## config.mk

```make
export PLATFORM = sky130hd
export DESIGN_NAME = reg_file_sequencer
export DESIGN_NICKNAME = d
export VERILOG_FILES = /design/src/rtl/reg_file_sequencer.sv
export SDC_FILE = /design/constraint.sdc
export NUM_CORES = 1
export LEC_CHECK = 0
export CAP_MARGIN = 5
export CORE_UTILIZATION = 46
export CTS_CLUSTER_DIAMETER = 120
export DETAILED_ROUTE_END_ITERATION = 16
export GPL_TIMING_DRIVEN = 0
export PLACE_DENSITY = 0.81
export REMOVE_ABC_BUFFERS = 1
export SLEW_MARGIN = 20
export SYNTH_ARGS = -nofsm -noshare
export SYNTH_HDL_FRONTEND = slang
export SYNTH_SLANG_ARGS = --single-unit
```

## constraint.sdc

```tcl
create_clock -name clk -period 4.4 [get_ports clk]
set_input_delay 0.88 -clock clk [delete_from_list [all_inputs] [get_ports clk]]
set_output_delay 0.88 -clock clk [all_outputs]
set_load 0.01 [all_outputs]
```

## src/rtl/reg_file_sequencer.sv

```systemverilog
// Register-file sequencer: dumps every register over a valid/ready stream
// (two registers per read cycle) or clears registers 1..NUM_REGS-1 through
// the write port. NUM_REGS must be even and equal to 2**ADDR_W.
//
// Stream handshake: a word transfers on a rising edge where out_valid and
// out_ready are both 1. Once out_valid rises it stays high, with out_addr
// and out_data held stable, until that transfer happens.
module reg_file_sequencer #(
  parameter int DATA_W   = 32,
  parameter int ADDR_W   = 5,
  parameter int NUM_REGS = 32
) (
  input  logic              clk,
  input  logic              rst_n,
  input  logic              start_dump,
  input  logic              start_clear,
  output logic              busy,
  output logic              done,
  output logic [ADDR_W-1:0] rf_reg_i,
  output logic [DATA_W-1:0] rf_i_data,
  output logic              rf_w_enable,
  output logic [ADDR_W-1:0] rf_reg_j,
  output logic [ADDR_W-1:0] rf_reg_k,
  input  logic [DATA_W-1:0] rf_o_data_j,
  input  logic [DATA_W-1:0] rf_o_data_k,
  output logic              out_valid,
  input  logic              out_ready,
  output logic [ADDR_W-1:0] out_addr,
  output logic [DATA_W-1:0] out_data,
  output logic [2:0]        dbg_state
);

  localparam int P_W = ADDR_W - 1;
  localparam logic [P_W-1:0]    P_LAST  = P_W'(NUM_REGS / 2 - 1);
  localparam logic [P_W-1:0]    P_ONE   = P_W'(1);
  localparam logic [ADDR_W-1:0] W_FIRST = ADDR_W'(1);
  localparam logic [ADDR_W-1:0] W_LAST  = ADDR_W'(NUM_REGS - 1);

  typedef enum logic [2:0] {
    IDLE   = 3'd0,
    RD     = 3'd1,
    SEND_J = 3'd2,
    SEND_K = 3'd3,
    CLR    = 3'd4,
    FIN    = 3'd5
  } state_t;

  state_t            state;
  logic [P_W-1:0]    p;
  logic [P_W-1:0]    p_inc;
  logic [ADDR_W-1:0] w;
  logic [DATA_W-1:0] buf_j;
  logic [DATA_W-1:0] buf_k;

  assign p_inc     = p + P_ONE;
  assign dbg_state = state;

  // Clear only ever writes zero, so the write data is tied low.
  assign rf_i_data = '0;

  // Stream data comes straight from the capture buffers; zero when idle.
  always_comb begin
    out_data = '0;
    if (state == SEND_J)      out_data = buf_j;
    else if (state == SEND_K) out_data = buf_k;
  end

  // Command FSM; every control output is registered alongside the state.
  always_ff @(posedge clk) begin
    if (!rst_n) begin
      state       <= IDLE;
      p           <= '0;
      w           <= '0;
      buf_j       <= '0;
      buf_k       <= '0;
      busy        <= 1'b0;
      done        <= 1'b0;
      rf_reg_i    <= '0;
      rf_w_enable <= 1'b0;
      rf_reg_j    <= '0;
      rf_reg_k    <= '0;
      out_valid   <= 1'b0;
      out_addr    <= '0;
    end else begin
      done <= 1'b0;
      case (state)
        IDLE: begin
          if (start_dump) begin
            state    <= RD;
            p        <= '0;
            busy     <= 1'b1;
            rf_reg_j <= '0;
            rf_reg_k <= W_FIRST;
          end else if (start_clear) begin
            state       <= CLR;
            w           <= W_FIRST;
            busy        <= 1'b1;
            rf_w_enable <= 1'b1;
            rf_reg_i    <= W_FIRST;
          end
        end

        RD: begin
          buf_j     <= rf_o_data_j;
          buf_k     <= rf_o_data_k;
          rf_reg_j  <= '0;
          rf_reg_k  <= '0;
          out_valid <= 1'b1;
          out_addr  <= {p, 1'b0};
          state     <= SEND_J;
        end

        SEND_J: begin
          if (out_ready) begin
            out_addr <= {p, 1'b1};
            state    <= SEND_K;
          end
        end

        SEND_K: begin
          if (out_ready) begin
            out_valid <= 1'b0;
            out_addr  <= '0;
            if (p == P_LAST) begin
              done  <= 1'b1;
              state <= FIN;
            end else begin
              p        <= p_inc;
              rf_reg_j <= {p_inc, 1'b0};
              rf_reg_k <= {p_inc, 1'b1};
              state    <= RD;
            end
          end
        end

        CLR: begin
          if (w == W_LAST) begin
            rf_w_enable <= 1'b0;
            rf_reg_i    <= '0;
            done        <= 1'b1;
            state       <= FIN;
          end else begin
            w        <= w + W_FIRST;
            rf_reg_i <= w + W_FIRST;
          end
        end

        FIN: begin
          busy  <= 1'b0;
          state <= IDLE;
        end

        default: begin
          busy        <= 1'b0;
          rf_w_enable <= 1'b0;
          out_valid   <= 1'b0;
          state       <= IDLE;
        end
      endcase
    end
  end

endmodule

```

==> results.md, run 1 <==
* GPL Wtd Cong at 0.7569
* Die Area at 0.01043 mm2
* Reg clk slew, reported paths at 0.09 ns
* Total Neg Setup Slack at 0 ns
* Tightest Pin Transition at 0.8401 ns
* FFs w/ async S/R, synth at 0%
* Worst setup EP type: output port
* Post-route worst setup slack at 0.6685 ns
* Tot GR Track Use at 20.16%
* Slew HR at 43.40%
* Worst path required time at 3.52 ns
* Antenna diode count at 0
* Worst Path Buf+Inv at 3
* Vias at 3,873
* Crit start category: flop
* DRT iter0 DRCs at 108
* Tmin final at 3.731 ns
* Clock latency on the worst-skew pair at 0.35 ns
* Largest net degree at the start of global routing at 66
* Chip Width at 102.1 um
* Largest family of logic cells by synthesized area: compound AO/OA/AOI/OAI gates
* Hold_ws at 0.4460 ns
* FMAX at 0.2680 GHz
* Residual DRC count at 0
* CP max stage delay at 0.75 ns
* Die height at 102.1 um
* Post-synthesis mux area share at 1.085%
* Nets@finish at 705
* Adder-cell share of the synthesized area at 0.8141%
* Initial antenna violation count at 0
* Post-CTS sizing at 0
* Final Hold Fails at 0
* Cell Int Power at 1.488 mW
* Setup Fix Bufs, Post-CTS at 0
* RSZ-0062 raised after global routing: false
* Row Count at 36
* CP max-delay cell: dfxtp_1
* Seq pwr share at 49.2%
* Switching Share at 29.70%
* Warnings, synthesis at 0
* Place WS at 1.045 ns
* Clock root cell: clkbuf_8
* Design area at 0.005969 mm2
* DR pass1 iterations at 4
* Combinational power share at 22.9%
* Crit path max-delay family: buffers and inverters
* First-pass GRT wire length at 16,690 um
* Status: finished, final reports clean
* Area growth syn-to-layout at 29.47%
* Vias in the first global route at 3,731
* Clock network power share at 27.9%
* Skew final at 0.01057 ns
* CTS tree: built
* P_sw at 0.6287 mW
* Xor/xnor share of the synthesized area at 0.7598%
* Period Utilization, post-route at 84.81%
* Leakage at 2.207 nW
* Post-synth EDFFs at 0
* Mean Syn Cell Area at 8.699 um2
* Tightest Hold Check Type: flop to flop
* Total CTS buffers at 9
* Pwr/cell area at 354.6 mW/mm2
* Yosys cell types at 51
* # setup viols final at 0
* Final max-slew violation count at 0
* Syn Std Cell Area at 0.004611 mm2
* Top FF cell, synth: dfxtp_1
* H-Tree Depth at 3
* CP Max Fanout at 17
* Placed Area at 0.005767 mm2
* Fraction of layout cells with a size suffix above 1 at 5.643%
* Post-Syn Instances at 530
* Synth Register Bits at 99
* Peak VDD IR at 0.1978 mV
* Starting Density at 47.39%
* Critical path class: flop to output port
* Hold Buf Count CTS at 0
* CTS Sinks at 99
* Port bufs at 126
* Core area at 0.009729 mm2
* MaxCap Viol Count at 0
* Post-synthesis compound-gate area fraction at 22.39%
* Total grt overflow at 0
* Clk buf depth at 2
* Wire length per cell at 13.15 um
* Antenna Nets Post-Route at 0
* HPWL after DPL at 7174 um
* Io pins at 160
* Register area share after synthesis at 42.99%
* Synth Area in Simple Gates at 20.71%
* Worst path cell trace: nor3b_4 > buf_8 > buf_6 > a22o_1 > clkdlybuf4s50_1
* Critical path data arrival time at 2.85 ns
* Vias/cell at 5.023
* Total wire length at 10,140 um
metrics by stage:
step                instances  power [mW]  util, %
finish                    771       2.117    61.36
global route              771       2.245    61.36
CTS                       771       2.140    61.36
detailed placement        755       1.551    59.27
global placement          749       1.510    58.31
floorplan                 490       1.317        -
logic make-up after synthesis:
logic type,count (synthesis)
and+or+nand+nor,203
buffers and inverters,80
adders and majority gates,3
other,1
AOI/OAI and AO/OA,135
DFF,99
xor gates and xnor gates,4
muxes,5
power by group through the flow:
stage | clock [mW] | combinational, mW | sequential, mW
floorplan | 0 | 0.261 | 1.06
global placement | 0 | 0.453 | 1.06
detailed placement | 0 | 0.488 | 1.06
CTS | 0.607 | 0.490 | 1.04
global route | 0.649 | 0.540 | 1.06
finish | 0.590 | 0.485 | 1.04
sequential cells by signal, indices dropped and copies added (netlist names):
register	cells
buf_j	32
buf_k	32
out_addr	5
rf_reg_i	5
rf_reg_k	5
w	5
p	4
rf_reg_j	4
dbg_state	3
busy	1
done	1
out_valid	1
rf_w_enable	1
layer usage:
metal	part of all wire, %	global-route usage [%]	vias to the layer above
li1	-	-	1917
met4	1.4	5.275	0
met1	43	23.83	1822
met5	0	0	-
met2	50	35.88	118
met3	5.6	5.540	16
cells in the final DEF, fill, tap and decap left out, drive strengths merged, types with 3 or more instances in the layout:
| cell | Yosys | layout |
|---|---|---|
| a21boi | 73 | 73 |
| dfxtp | 99 | 99 |
| nand2b | 5 | 5 |
| clkbuf | 11 | 11 |
| mux2i | 5 | 5 |
| a21oi | 4 | 4 |
| conb | 1 | 33 |
| ha | 3 | 3 |
| nor2b | 11 | 11 |
| nand2 | 147 | 147 |
| xor2 | 3 | 3 |
| clkdlybuf4s50 | 0 | 125 |
| and2 | 5 | 5 |
| clkinv | 0 | 3 |
| buf | 61 | 7 |
| nor2 | 7 | 7 |
| nor3b | 4 | 4 |
| o22ai | 3 | 3 |
| a31o | 3 | 3 |
| nand3 | 9 | 9 |
| a22o | 32 | 32 |
| inv | 8 | 9 |
| o21ai | 14 | 14 |
final timing paths:
kind                                           startpoint                       end  slack [ns]  cells after the start
worst max register to register  dbg_state[2]$_SDFFE_PN0P_    buf_k[28]$_SDFFE_PN0P_        2.24                      4
worst max-delay path            dbg_state[1]$_SDFFE_PN0P_              out_data[22]        0.67                      5
worst min register to register   rf_reg_k[0]$_SDFFE_PN0P_  rf_reg_k[0]$_SDFFE_PN0P_        0.45                      2
worst min-delay path             rf_reg_k[0]$_SDFFE_PN0P_  rf_reg_k[0]$_SDFFE_PN0P_        0.45                      2
Yosys cell counts (all sizes together) (2+ instances only):
cell type  count  share of area (%)
a21oi          4               0.43
mux2i          5                1.1
or2            2               0.27
a21boi        73                 12
a22o          32                6.1
and3           2               0.27
and2b          2               0.33
nor2b         11                1.5
clkbuf        11               0.90
nor3b          4                1.2
nand4          2               0.60
o22ai          3               0.41
xor2           3               0.57
nand3          9                1.1
buf           61                9.6
and2           5               0.68
ha             3               0.81
nand2        147                 12
inv            8               0.65
nand3b         2               0.33
a31o           3               0.57
o21ai         14                1.5
dfxtp         99                 43
nor2           7               0.62
nand2b         5               0.73
worst reg2reg max path: stages, from the launching register on:
cell	delay [ns]
dfxtp_1	0.87
and2b_1	0.35
nand2b_4	0.53
nand2_1	0.13
a21boi_0	0.21
area by class of cell:
cell class / count / area, um2
clock inverters: 5 / 61.31
inverters: 8 / 30.03
repair buffers: 132 / 1350
clock buffers: 11 / 141.4
fillers: 872 / 3760
well taps: 133 / 166.4
multi-input cells: 383 / 2238
flip-flops and latches: 99 / 1982
No activity file was read; power rests on OpenSTA's default activity.
==> run 2: changes to the inputs <==
Settings changed: CORE_UTILIZATION 46 to 41, PLACE_DENSITY 0.81 to 0.77.
Clock period 4.4 ns to 3.2 ns, I/O delays scaled along.
==> run 2 against run 1 <==
First-iteration DRC count up 19%. Critical path depth down 2. Register-to-register slack worse by 1.1 ns. Via count fell by 1.3%. Die area up 12%. Combinational power increased by 38%. Largest cell class unchanged.
==> results.md, run 2 (synthesis gave the netlist of run 1 again) <==
* CTS Sinks at 99
* Starting Density at 42.35%
* # setup viols final at 0
* Skew final at 0.006098 ns
* Commonest non-fill, non-tap cell in the layout: nand2_1
* FMAX at 0.3306 GHz
* Placed Area at 0.005779 mm2
* Final max-slew violation count at 0
* Worst path required time at 2.56 ns
* CP max-delay cell: dfxtp_1
* GPL Wtd Cong at 0.7402
* Worst reg2reg path depth at 4
* Total wire length at 10,230 um
* Io pins at 160
* Fraction of layout cells with a size suffix above 1 at 5.781%
* Power consumption at 2.786 mW
* DRT iter0 DRCs at 128
* Tot GR Track Use at 18.37%
* Final Hold Fails at 0
* Filler cells at 1,021
* Multi-input logic area at 0.002251 mm2
* Die Area at 0.01167 mm2
* Clk buf depth at 2
* Vias/cell at 4.900
* Critical path data arrival time at 2.38 ns
* First-pass GRT wire length at 16,880 um
* Vias at 3,822
* Core area at 0.01089 mm2
* FF+latch area at 0.001984 mm2
* Slew HR at 49.09%
* Pwr/cell area at 468.3 mW/mm2
* Worst Path Buf+Inv at 1
* Finished Layout Cells at 780
* Place WS at 0.2835 ns
* Most frequent cells in the layout: nand2_1 (146), clkdlybuf4s50_1 (125), dfxtp_1 (97)
* Largest regs: buf_j: 32 flops, buf_k: 32 flops
* CP Depth at 3
* Status: finished, final reports clean
* Worst Hold Depth at 2
* CTS tree: built
* Wire length per cell at 13.11 um
* Initial antenna violation count at 0
* Area growth syn-to-layout at 29.01%
* Critical path class: flop to output port
* Crit start category: flop
* Row Count at 38
* Tightest Hold Check Type: flop to flop
* Reg clk slew, reported paths at 0.09 ns
* Post-route worst setup slack at 0.1752 ns
* Design area at 0.005948 mm2
* Die height at 108.0 um
* Total CTS buffers at 9
* Antenna Nets Post-Route at 0
* Clock latency on the worst-skew pair at 0.36 ns
* Worst path cell trace: and3b_4 > a22o_1 > clkdlybuf4s50_1
* Tmin final at 3.025 ns
* Total grt overflow at 0
* Vias in the first global route at 3,642
* CP Max Fanout at 21
* Period Utilization, post-route at 94.52%
* Chip Width at 108.0 um
* HPWL after DPL at 6891 um
* Port bufs at 126
* Placed instance count at 763
* Residual DRC count at 0
* Tightest Pin Transition at 0.7557 ns
* RSZ-0062 raised after global routing: false
* Antenna diode count at 0
* Peak VDD IR at 0.2078 mV
* CP max stage delay at 0.69 ns
* Worst setup EP type: output port
* Nets@finish at 707
* Final core occ at 54.63%
* Leakage at 2.193 nW
* Clock root cell: clkbuf_8
* Crit path max-delay family: flip-flops
* Largest net degree at the start of global routing at 66
* MaxCap Viol Count at 0
* H-Tree Depth at 3
* DR pass1 iterations at 4
* Hold Buf Count CTS at 0
run 2: cell types whose count changed in the layout (fill, tap and decap cells not counted), moves of 2 or more:
cell / delta
buf_8: -2
clkinv_4: -2
clkbuf_1: +3
dfxtp_2: +2
buf_6: +3
clkinv_2: +2
dfxtp_1: -2
run 2: final timing paths:
check | to | slack, ns | start
setup / recovery | out_data[4] | 0.18 | dbg_state[0]$_SDFFE_PN0P_
hold / removal | rf_reg_j[1]$_SDFFE_PN0P_ | 0.45 | rf_reg_j[1]$_SDFFE_PN0P_
setup reg to reg | rf_reg_i[4]$_SDFFE_PN0P_ | 1.17 | dbg_state[0]$_SDFFE_PN0P_
hold reg to reg | rf_reg_j[1]$_SDFFE_PN0P_ | 0.45 | rf_reg_j[1]$_SDFFE_PN0P_
run 2: final cells by class:
| cell class | instances | share of cell area, % |
|---|---|---|
| clock inverters | 3 | 0.2524 |
| repair buffers | 133 | 22.76 |
| flip-flops and latches | 99 | 33.36 |
| multi-input cells | 384 | 37.84 |
| clock buffers | 13 | 2.335 |
| well taps | 140 | 2.945 |
| inverters | 8 | 0.5048 |
run 2: worst min-delay path, stage by stage (launching register included):
cell and delay [ns]:
dfxtp_1 0.32, inv_1 0.05, o22ai_1 0.05
run 2: per-layer routing:
metal	vias up	part of all wire [%]	track usage (%)
li1	1923	-	-
met1	1782	43	21.35
met2	103	49	32.12
met3	14	6.5	5.666
met4	0	1.1	5.577
met5	-	0	0
run 2: where the power goes:
part           internal [mW]  total [mW]  switching (mW)
logic                  0.314       0.671           0.356
clock network          0.281       0.678           0.397
registers               1.35        1.44          0.0896
total                   1.94        2.79           0.843
run 2: stage by stage:
step	setup TNS, ns	hold slack, ns
5_1_grt	0	0.4700
3_3_place_gp	-41.89	0.4385
4_1_cts	0	0.4561
3_5_place_dp	0	0.4429
2_1_floorplan	0	0.4347
6_report	0	0.4513
run 2: what timing repair did:
item / 4_1_cts / 5_1_grt
cloned: 1 / 0
hold endpoints to repair: 0 / 0
setup endpoints to repair: 32 / 13
gates resized for setup: 1 / 3
setup buffers: 0 / 0
